**src/rtl/risc_writeback_arbiter.sv**
```systemverilog
`default_nettype none
// ============================================================================
// Module      : risc_writeback_arbiter
// Description : Merges the ALU and load (LSU) result streams onto the single
//               register-file write port. Each source owns a one-entry
//               holding register behind a valid/ready handshake. The oldest
//               held entry is granted first; equal-age ties are broken by
//               TIE_LSU_FIRST. A pending-write mask exposes every destination
//               register whose result has not yet been committed.
// Ports       : clk, reset_n (async, active-low)
//               alu_valid/alu_ready/alu_rd/alu_data  - ALU result stream
//               lsu_valid/lsu_ready/lsu_rd/lsu_data  - load result stream
//               rd/rd_data/write_enable              - register-file write port
//               pending_mask                         - uncommitted rd bitmap
//               writes_retired                       - committed write count
// Revision    : 1.0 - initial release
// ============================================================================
module risc_writeback_arbiter #(
    parameter int          XLEN          = 32,
    parameter bit          TIE_LSU_FIRST = 1'b1,
    // Reset value of writes_retired; normally zero.
    parameter logic [31:0] RETIRED_RESET = 32'd0
) (
    input  logic            clk,
    input  logic            reset_n,
    input  logic            alu_valid,
    output logic            alu_ready,
    input  logic [4:0]      alu_rd,
    input  logic [XLEN-1:0] alu_data,
    input  logic            lsu_valid,
    output logic            lsu_ready,
    input  logic [4:0]      lsu_rd,
    input  logic [XLEN-1:0] lsu_data,
    output logic [4:0]      rd,
    output logic [XLEN-1:0] rd_data,
    output logic            write_enable,
    output logic [31:0]     pending_mask,
    output logic [31:0]     writes_retired
);

    localparam logic [4:0] c_X0 = 5'd0;

    // Holding entries
    logic            r_alu_vld;
    logic [4:0]      r_alu_rd;
    logic [XLEN-1:0] r_alu_data;
    logic            r_lsu_vld;
    logic [4:0]      r_lsu_rd;
    logic [XLEN-1:0] r_lsu_data;
    // Relative age; both clear means equal age. Only meaningful when both
    // entries are valid.
    logic            r_alu_older;
    logic            r_lsu_older;

    // Output stage
    logic [4:0]      r_rd;
    logic [XLEN-1:0] r_rd_data;
    logic            r_we;
    logic [31:0]     r_retired;

    logic            w_grant_alu;
    logic            w_grant_lsu;
    logic            w_alu_acc;
    logic            w_lsu_acc;
    logic            w_alu_load;
    logic            w_lsu_load;
    logic            w_alu_keep;
    logic            w_lsu_keep;

    function automatic logic [31:0] f_decode(input logic [4:0] r);
        f_decode = 32'd1 << r;
    endfunction

    // ALU wins when it is alone, strictly older, or on a tie with ALU priority.
    assign w_grant_alu = r_alu_vld &&
                         (!r_lsu_vld || r_alu_older ||
                          (!r_lsu_older && !TIE_LSU_FIRST));
    assign w_grant_lsu = r_lsu_vld && !w_grant_alu;

    // Ready depends only on state; forced low while reset is asserted.
    assign alu_ready = reset_n && (!r_alu_vld || w_grant_alu);
    assign lsu_ready = reset_n && (!r_lsu_vld || w_grant_lsu);

    assign w_alu_acc  = alu_valid && alu_ready;
    assign w_lsu_acc  = lsu_valid && lsu_ready;
    // Writes to x0 complete the handshake but are dropped here.
    assign w_alu_load = w_alu_acc && (alu_rd != c_X0);
    assign w_lsu_load = w_lsu_acc && (lsu_rd != c_X0);
    assign w_alu_keep = r_alu_vld && !w_grant_alu;
    assign w_lsu_keep = r_lsu_vld && !w_grant_lsu;

    always_ff @(posedge clk or negedge reset_n) begin
        if (!reset_n) begin
            r_alu_vld   <= 1'b0;
            r_alu_rd    <= 5'd0;
            r_alu_data  <= '0;
            r_lsu_vld   <= 1'b0;
            r_lsu_rd    <= 5'd0;
            r_lsu_data  <= '0;
            r_alu_older <= 1'b0;
            r_lsu_older <= 1'b0;
        end else begin
            r_alu_vld <= w_alu_load || w_alu_keep;
            r_lsu_vld <= w_lsu_load || w_lsu_keep;
            if (w_alu_load) begin
                r_alu_rd   <= alu_rd;
                r_alu_data <= alu_data;
            end
            if (w_lsu_load) begin
                r_lsu_rd   <= lsu_rd;
                r_lsu_data <= lsu_data;
            end
            // At most one entry survives a cycle (one is always granted when
            // both are valid), so a surviving entry is older than anything
            // loaded beside it; two fresh loads are equal age.
            r_alu_older <= w_alu_keep && w_lsu_load;
            r_lsu_older <= w_lsu_keep && w_alu_load;
        end
    end

    always_ff @(posedge clk or negedge reset_n) begin
        if (!reset_n) begin
            r_rd      <= 5'd0;
            r_rd_data <= '0;
            r_we      <= 1'b0;
            r_retired <= RETIRED_RESET;
        end else begin
            r_we <= w_grant_alu || w_grant_lsu;
            if (w_grant_alu) begin
                r_rd      <= r_alu_rd;
                r_rd_data <= r_alu_data;
            end else if (w_grant_lsu) begin
                r_rd      <= r_lsu_rd;
                r_rd_data <= r_lsu_data;
            end
            if (r_we) begin
                r_retired <= r_retired + 32'd1;
            end
        end
    end

    assign rd             = r_rd;
    assign rd_data        = r_rd_data;
    assign write_enable   = r_we;
    assign writes_retired = r_retired;
    assign pending_mask   = (r_alu_vld ? f_decode(r_alu_rd) : 32'd0) |
                            (r_lsu_vld ? f_decode(r_lsu_rd) : 32'd0) |
                            (r_we      ? f_decode(r_rd)     : 32'd0);

endmodule
`default_nettype wire

```
**config.mk**
```make
export PLATFORM = sky130hd
export DESIGN_NAME = risc_writeback_arbiter
export DESIGN_NICKNAME = d
export VERILOG_FILES = /design/src/rtl/risc_writeback_arbiter.sv
export SDC_FILE = /design/constraint.sdc
export NUM_CORES = 1
export LEC_CHECK = 0
export CAP_MARGIN = 15
export CORE_ASPECT_RATIO = 0.6
export CORE_MARGIN = 2
export CORE_UTILIZATION = 30
export CTS_BUF_LIST = sky130_fd_sc_hd__clkbuf_4 sky130_fd_sc_hd__clkbuf_8 sky130_fd_sc_hd__clkbuf_16
export CTS_CLUSTER_SIZE = 20
export DETAILED_ROUTE_END_ITERATION = 12
export HOLD_SLACK_MARGIN = 0.06
export REMOVE_ABC_BUFFERS = 1
export SYNTH_ARGS = -nofsm -noshare
export SYNTH_HDL_FRONTEND = slang
export SYNTH_SLANG_ARGS = --single-unit
```
**constraint.sdc**
```tcl
create_clock -name clk -period 2.4 [get_ports clk]
set_input_delay 0.6 -clock clk [delete_from_list [all_inputs] [get_ports clk]]
set_output_delay 0.6 -clock clk [all_outputs]
set_load 0.02 [all_outputs]
```
* Yosys cells after proc, flatten, opt, wreduce, memory -nomap -nowiden
Cells that the tools add are included.
** Cells by class
- Add/sub/neg operators :: 1
- Shift-type cells :: 3
- Multiplexer cells :: 7
- Bitwise operators :: 2
- Reduce and logical (&&, ||, !) cells :: 24
** Operators by type and width (number)
- $mux 32 :: 5
- $shl 1x5->32 const A :: 3
- $or 32x32->32 :: 2
- $add 32x1->32 const B :: 1
- $logic_and 1x1->1 :: 11
- $mux 5 :: 2
- $reduce_bool 5->1 :: 2
- $logic_or 1x1->1 :: 6
- $logic_not 1->1 :: 4
- $reduce_bool 2->1 :: 1
** Storage, ports and cells
- Register bits after elaboration :: 147
- Bits of input ports :: 78
- Logic and storage cells :: 48

* Longest topological paths before layout
Gate-level depths: netlist (run 1).
- Depth after elaboration :: 10
- Mapped depth :: 7
- Depth with buffers taken out :: 5

* Least setup slack after synthesis (run 1)
No wires, ideal clock.
- Path kind :: register to output
- From :: register r_we (netlist: write_enable)
- To :: output pending_mask[1]
- Arrival time :: 1808 ps
- Required time :: 1800 ps
- Path slack :: -8 ps
- Stages on the path, launching flop included :: 6
- Path buffers :: 1
- Cells stage by stage :: dfrtp_1 buf_2 nor3b_1 and2_1 inv_1 o21ai_0
** Between the ends
- Longest elaborated chain between the ends :: 2
** RTL lines
- start, declared :: line 58 : logic r_we;
- start signal, assigned :: line 128 : r_we <= w_grant_alu || w_grant_lsu;
- $mux 32 :: line 148 : (r_we ? f_decode(r_rd) : 32'd0);
- $or 32x32->32 :: line 147 : (r_lsu_vld ? f_decode(r_lsu_rd) : 32'd0) |
- end, declared :: line 37 : output logic [31:0] pending_mask,
Every way passes these cells.

* Final worst setup path (run 1)
- From :: register r_lsu_vld
- To :: output pending_mask[0]
** Between the ends
- Longest elaborated chain between the ends :: 3
** RTL lines
- start, declared :: line 47 : logic r_lsu_vld;
- start signal, assigned :: line 104 : r_lsu_vld <= w_lsu_load || w_lsu_keep;
- $mux 32 :: line 147
- $or 32x32->32 :: line 146 : assign pending_mask = (r_alu_vld ? f_decode(r_alu_rd) : 32'd0) |
- $or 32x32->32 :: line 147
Every way passes these cells.

==> impl_results.md, run 1 <==
- I/O pin count: 182
- Max_slew headroom: 50.6%
- CP arrival: 1910 ps
- Die area: 24100 um2
- Adder-cell share of the synthesized area: 0.183%
- Effective utilization at floorplan: 30.8%
- Commonest non-fill, non-tap cell in the layout: clkdlybuf4s50_1
- GR Util met2: 23.4%
- Hold_buf cts: 0
- First-pass GRT wire length: 32.8 mm
- Via total after detailed routing: 5953
- Clk slew on worst S/H paths: 60 ps
- Iteration-0 DRC Markers: 426
- Mapped Area: 6850 um2
- 1st-pass router iterations: 4
- Worst skew pair latency: 420 ps
- Max clock buf depth: 2
- Setup Skew: 11.7 ps
- Finished Core Util: 48.6%
- Diodes inserted: 0
- CTS tree: yes
- Sequential share of the synthesized area: 53.7%
- Peak supply drop: 0.000513 V
- Crit path max fanout: 5
- DPL Wire Length: 15.1 mm
- Reg2reg start: r_alu_vld
- Worst setup margin: -111 ps
- CTS buffer count: 17
- Met3 Use GR: 5.23%
- Max capacitance violation total: 0
- Core footprint: 22200 um2
- Register bit count reported by yosys: 147
- Synth-to-layout area growth: 57.6%
- Fillcell total: 2041
- Mapped Cells: 625
- Final WL: 21.4 mm
- Warnings, synthesis: 0
- Clock power frac: 30.7%
- DRC: 0
- Final worst path period need: 2510 ps
- Final Hold Fails: 0
- CP Launch Type: flip-flop
- Async SR Flop Fraction: 100%
- Unrepaired setup endpoints after global routing: true
- Unique masters post-synth: 46
- Period utilization: 105%
- CTS root buf: clkbuf_16
- Via/cell ratio: 4.88
- Nets@finish: 980
- Number of flops mapped to enable cells by yosys: 0
- Overall power: 8210 uW
- Largest family of logic cells by synthesized area: simple AND/OR/NAND/NOR gates
- GRT met1 Usage: 28.4%
- CP Capture Type: output port
- Commonest cells after routing, fill and taps aside: 145 x clkdlybuf4s50_1, 137 x dfrtp_1, 118 x nand2_1
- Logic pwr share: 29.9%
- R2r endpoint: r_alu_data[2]
- Drt wl/cell: 17.6 um
- Largest net degree at the start of global routing: 124
- Post-synthesis xor/xnor area fraction: 3.96%
- Final Max Tran Viols: 0
- H-tree depth: 4
- Worst endpoint required time: 1800 ps
- # clock sinks: 147
- Post-place setup slack: -157 ps
- RePlAce Congestion: 0.916
- Sw power: 2550 uW
- Failing checks: setup timing
- Reg2Reg Depth: 7
- Int Pwr: 5660 uW
- Prevailing post-synth register cell: dfrtp_1
- FP Rows: 42
- Status: complete, but fails checks
- Sw frac: 31.1%
- Final ANT Viol Nets: 0
- Layout cell share with drive strength beyond 1: 35.4%
- Die H: 121 um
- Max Fclk: 0.398 GHz
- Setup Crit Path Kind: reg -> out
- Endpoints failing setup: 8
- Pwr per Cell Area: 761 nW/um2
- Vias in the first global route: 5760
- Port Buf Inserts: 181
- Overall routing resource usage: 17.9%
- Multiplexer area fraction after synthesis: 13.2%
- Die X: 199 um
- Slew @ Worst Pin: 741 ps
- Gr busiest metal: met1
- Worst min path class: in -> async
- Initial antenna violation count: 0
- Avg Inst Size Synth: 11.0 um2
- Flop2flop setup slack: 330 ps
- Part of the power in registers: 39.4%
- Grt total ovfl: 0
- P_leak: 0.00484 uW
- Synth Area in Compound Gates: 9.37%
- Synth Area in Simple Gates: 16.4%
[per-layer routing]
metal / part of all wire (%) / up-vias
met4: 0.87 / 0
met3: 7.9 / 18
li1: - / 2775
met2: 40 / 236
met1: 52 / 2924
met5: 0 / -
[how the worst max path moves through the flow]
stage                       startpoint          endpoint  slack (ps)  depth (start not counted)
after floorplan              lsu_rd[0]     r_lsu_data[0]       -1010                          3
after global placement       r_lsu_vld  pending_mask[20]        -220                          6
after detailed placement     r_lsu_vld  pending_mask[20]        -160                          6
after CTS                 write_enable   pending_mask[7]        -100                          8
after global routing         r_lsu_vld   pending_mask[0]        -240                          6
final                        r_lsu_vld   pending_mask[0]        -110                          6
[synthesized netlist by cell type, drive strengths merged, types with 8 or more instances]
library cell / count / area share, %
nand2: 125 / 6.8
xnor2: 8 / 1.0
nor4: 8 / 0.73
buf: 13 / 1.3
mux2: 74 / 13
nand3: 14 / 1.0
nor2: 25 / 1.4
xor2: 23 / 2.9
a22oi: 41 / 4.5
nand2b: 9 / 0.82
nand4: 9 / 0.82
inv: 11 / 0.60
nor3: 18 / 1.3
dfrtp: 147 / 54
a32oi: 12 / 1.5
clkbuf: 24 / 1.3
[area by class of cell]
class                      instances  area [um2]  share of cell area, %
inverter                          11        41.3                  0.382
sequential                       147        3690                   34.2
multi-input combinational        430        3370                   31.2
clock inverter                    11         103                  0.950
timing repair buffer             294        2760                   25.5
clock buffer                      19         453                   4.19
tap                              308         385                   3.57
[critical path, stage by stage (launching register included)]
cell	delay (ps)
dfrtp_1	430
nand2b_1	140
nor2_2	70
buf_6	120
a222oi_1	470
inv_1	110
buf_6	150
[metrics by stage]
step / setup TNS, ps / cell area (um2) / std cells / hold WS, ps
finish: -295 / 10800 / 1220 / 188
global route: -1900 / 10800 / 1220 / 187
global placement: -7740 / 9660 / 1167 / 452
floorplan: -41210 / 6670 / 588 / 304
CTS: -364 / 10400 / 1206 / 172
detailed placement: -7910 / 9660 / 1167 / 453
[registers in the layout, indices dropped and copies added (netlist names)]
register and count:
r_alu_data 32, rd_data 32, writes_retired 32, r_lsu_data 32, r_lsu_rd 5, r_alu_vld 1
r_alu_rd 5, write_enable 1, r_alu_older 1, rd 5, r_lsu_vld 1
[kinds of logic (layout without fill, tap and decap cells)]
| family | after synthesis | count (layout) |
|---|---|---|
| and+or+nand+nor | 242 | 242 |
| DFF | 147 | 147 |
| AOI/OAI and AO/OA | 82 | 82 |
| muxes | 74 | 74 |
| buffers and inverters | 48 | 335 |
| xor gates and xnor gates | 31 | 31 |
| adders and majority gates | 1 | 1 |
[power groups by stage]
stage               Clock [uW]  Sequential [uW]  Combinational [uW]
floorplan                    0             3440                 729
global placement             0             3250                2150
detailed placement           0             3250                2180
CTS                       2610             3230                2290
global route              2710             3290                2620
finish                    2520             3240                2460
[repair_timing]
action | 4_1_cts | 5_1_grt
buffers inserted | 10 | 16
endpoints found under the setup margin | 34 | 30
pin swaps | 17 | 27
resized for setup | 213 | 75
(Power assumes the default switching activity.)
==> run 2: changes to the inputs <==
--- a/config.mk
+++ b/config.mk
@@ -5,7 +5,7 @@
 export SDC_FILE = /design/constraint.sdc
 export NUM_CORES = 1
 export LEC_CHECK = 0
-export CAP_MARGIN = 15
+export CAP_MARGIN = 0
 export CORE_ASPECT_RATIO = 0.6
 export CORE_MARGIN = 2
 export CORE_UTILIZATION = 30
==> results of run 2 <==
Final layout, timing and power as in run 1 (identical DEF).
==> run 3: changes to the inputs <==
--- a/config.mk
+++ b/config.mk
@@ -14,6 +14,7 @@
 export DETAILED_ROUTE_END_ITERATION = 12
 export HOLD_SLACK_MARGIN = 0.06
 export REMOVE_ABC_BUFFERS = 1
+export SLEW_MARGIN = 20
 export SYNTH_ARGS = -nofsm -noshare
 export SYNTH_HDL_FRONTEND = slang
 export SYNTH_SLANG_ARGS = --single-unit
==> results of run 3 <==
Final layout, timing and power as in run 1 (identical DEF).
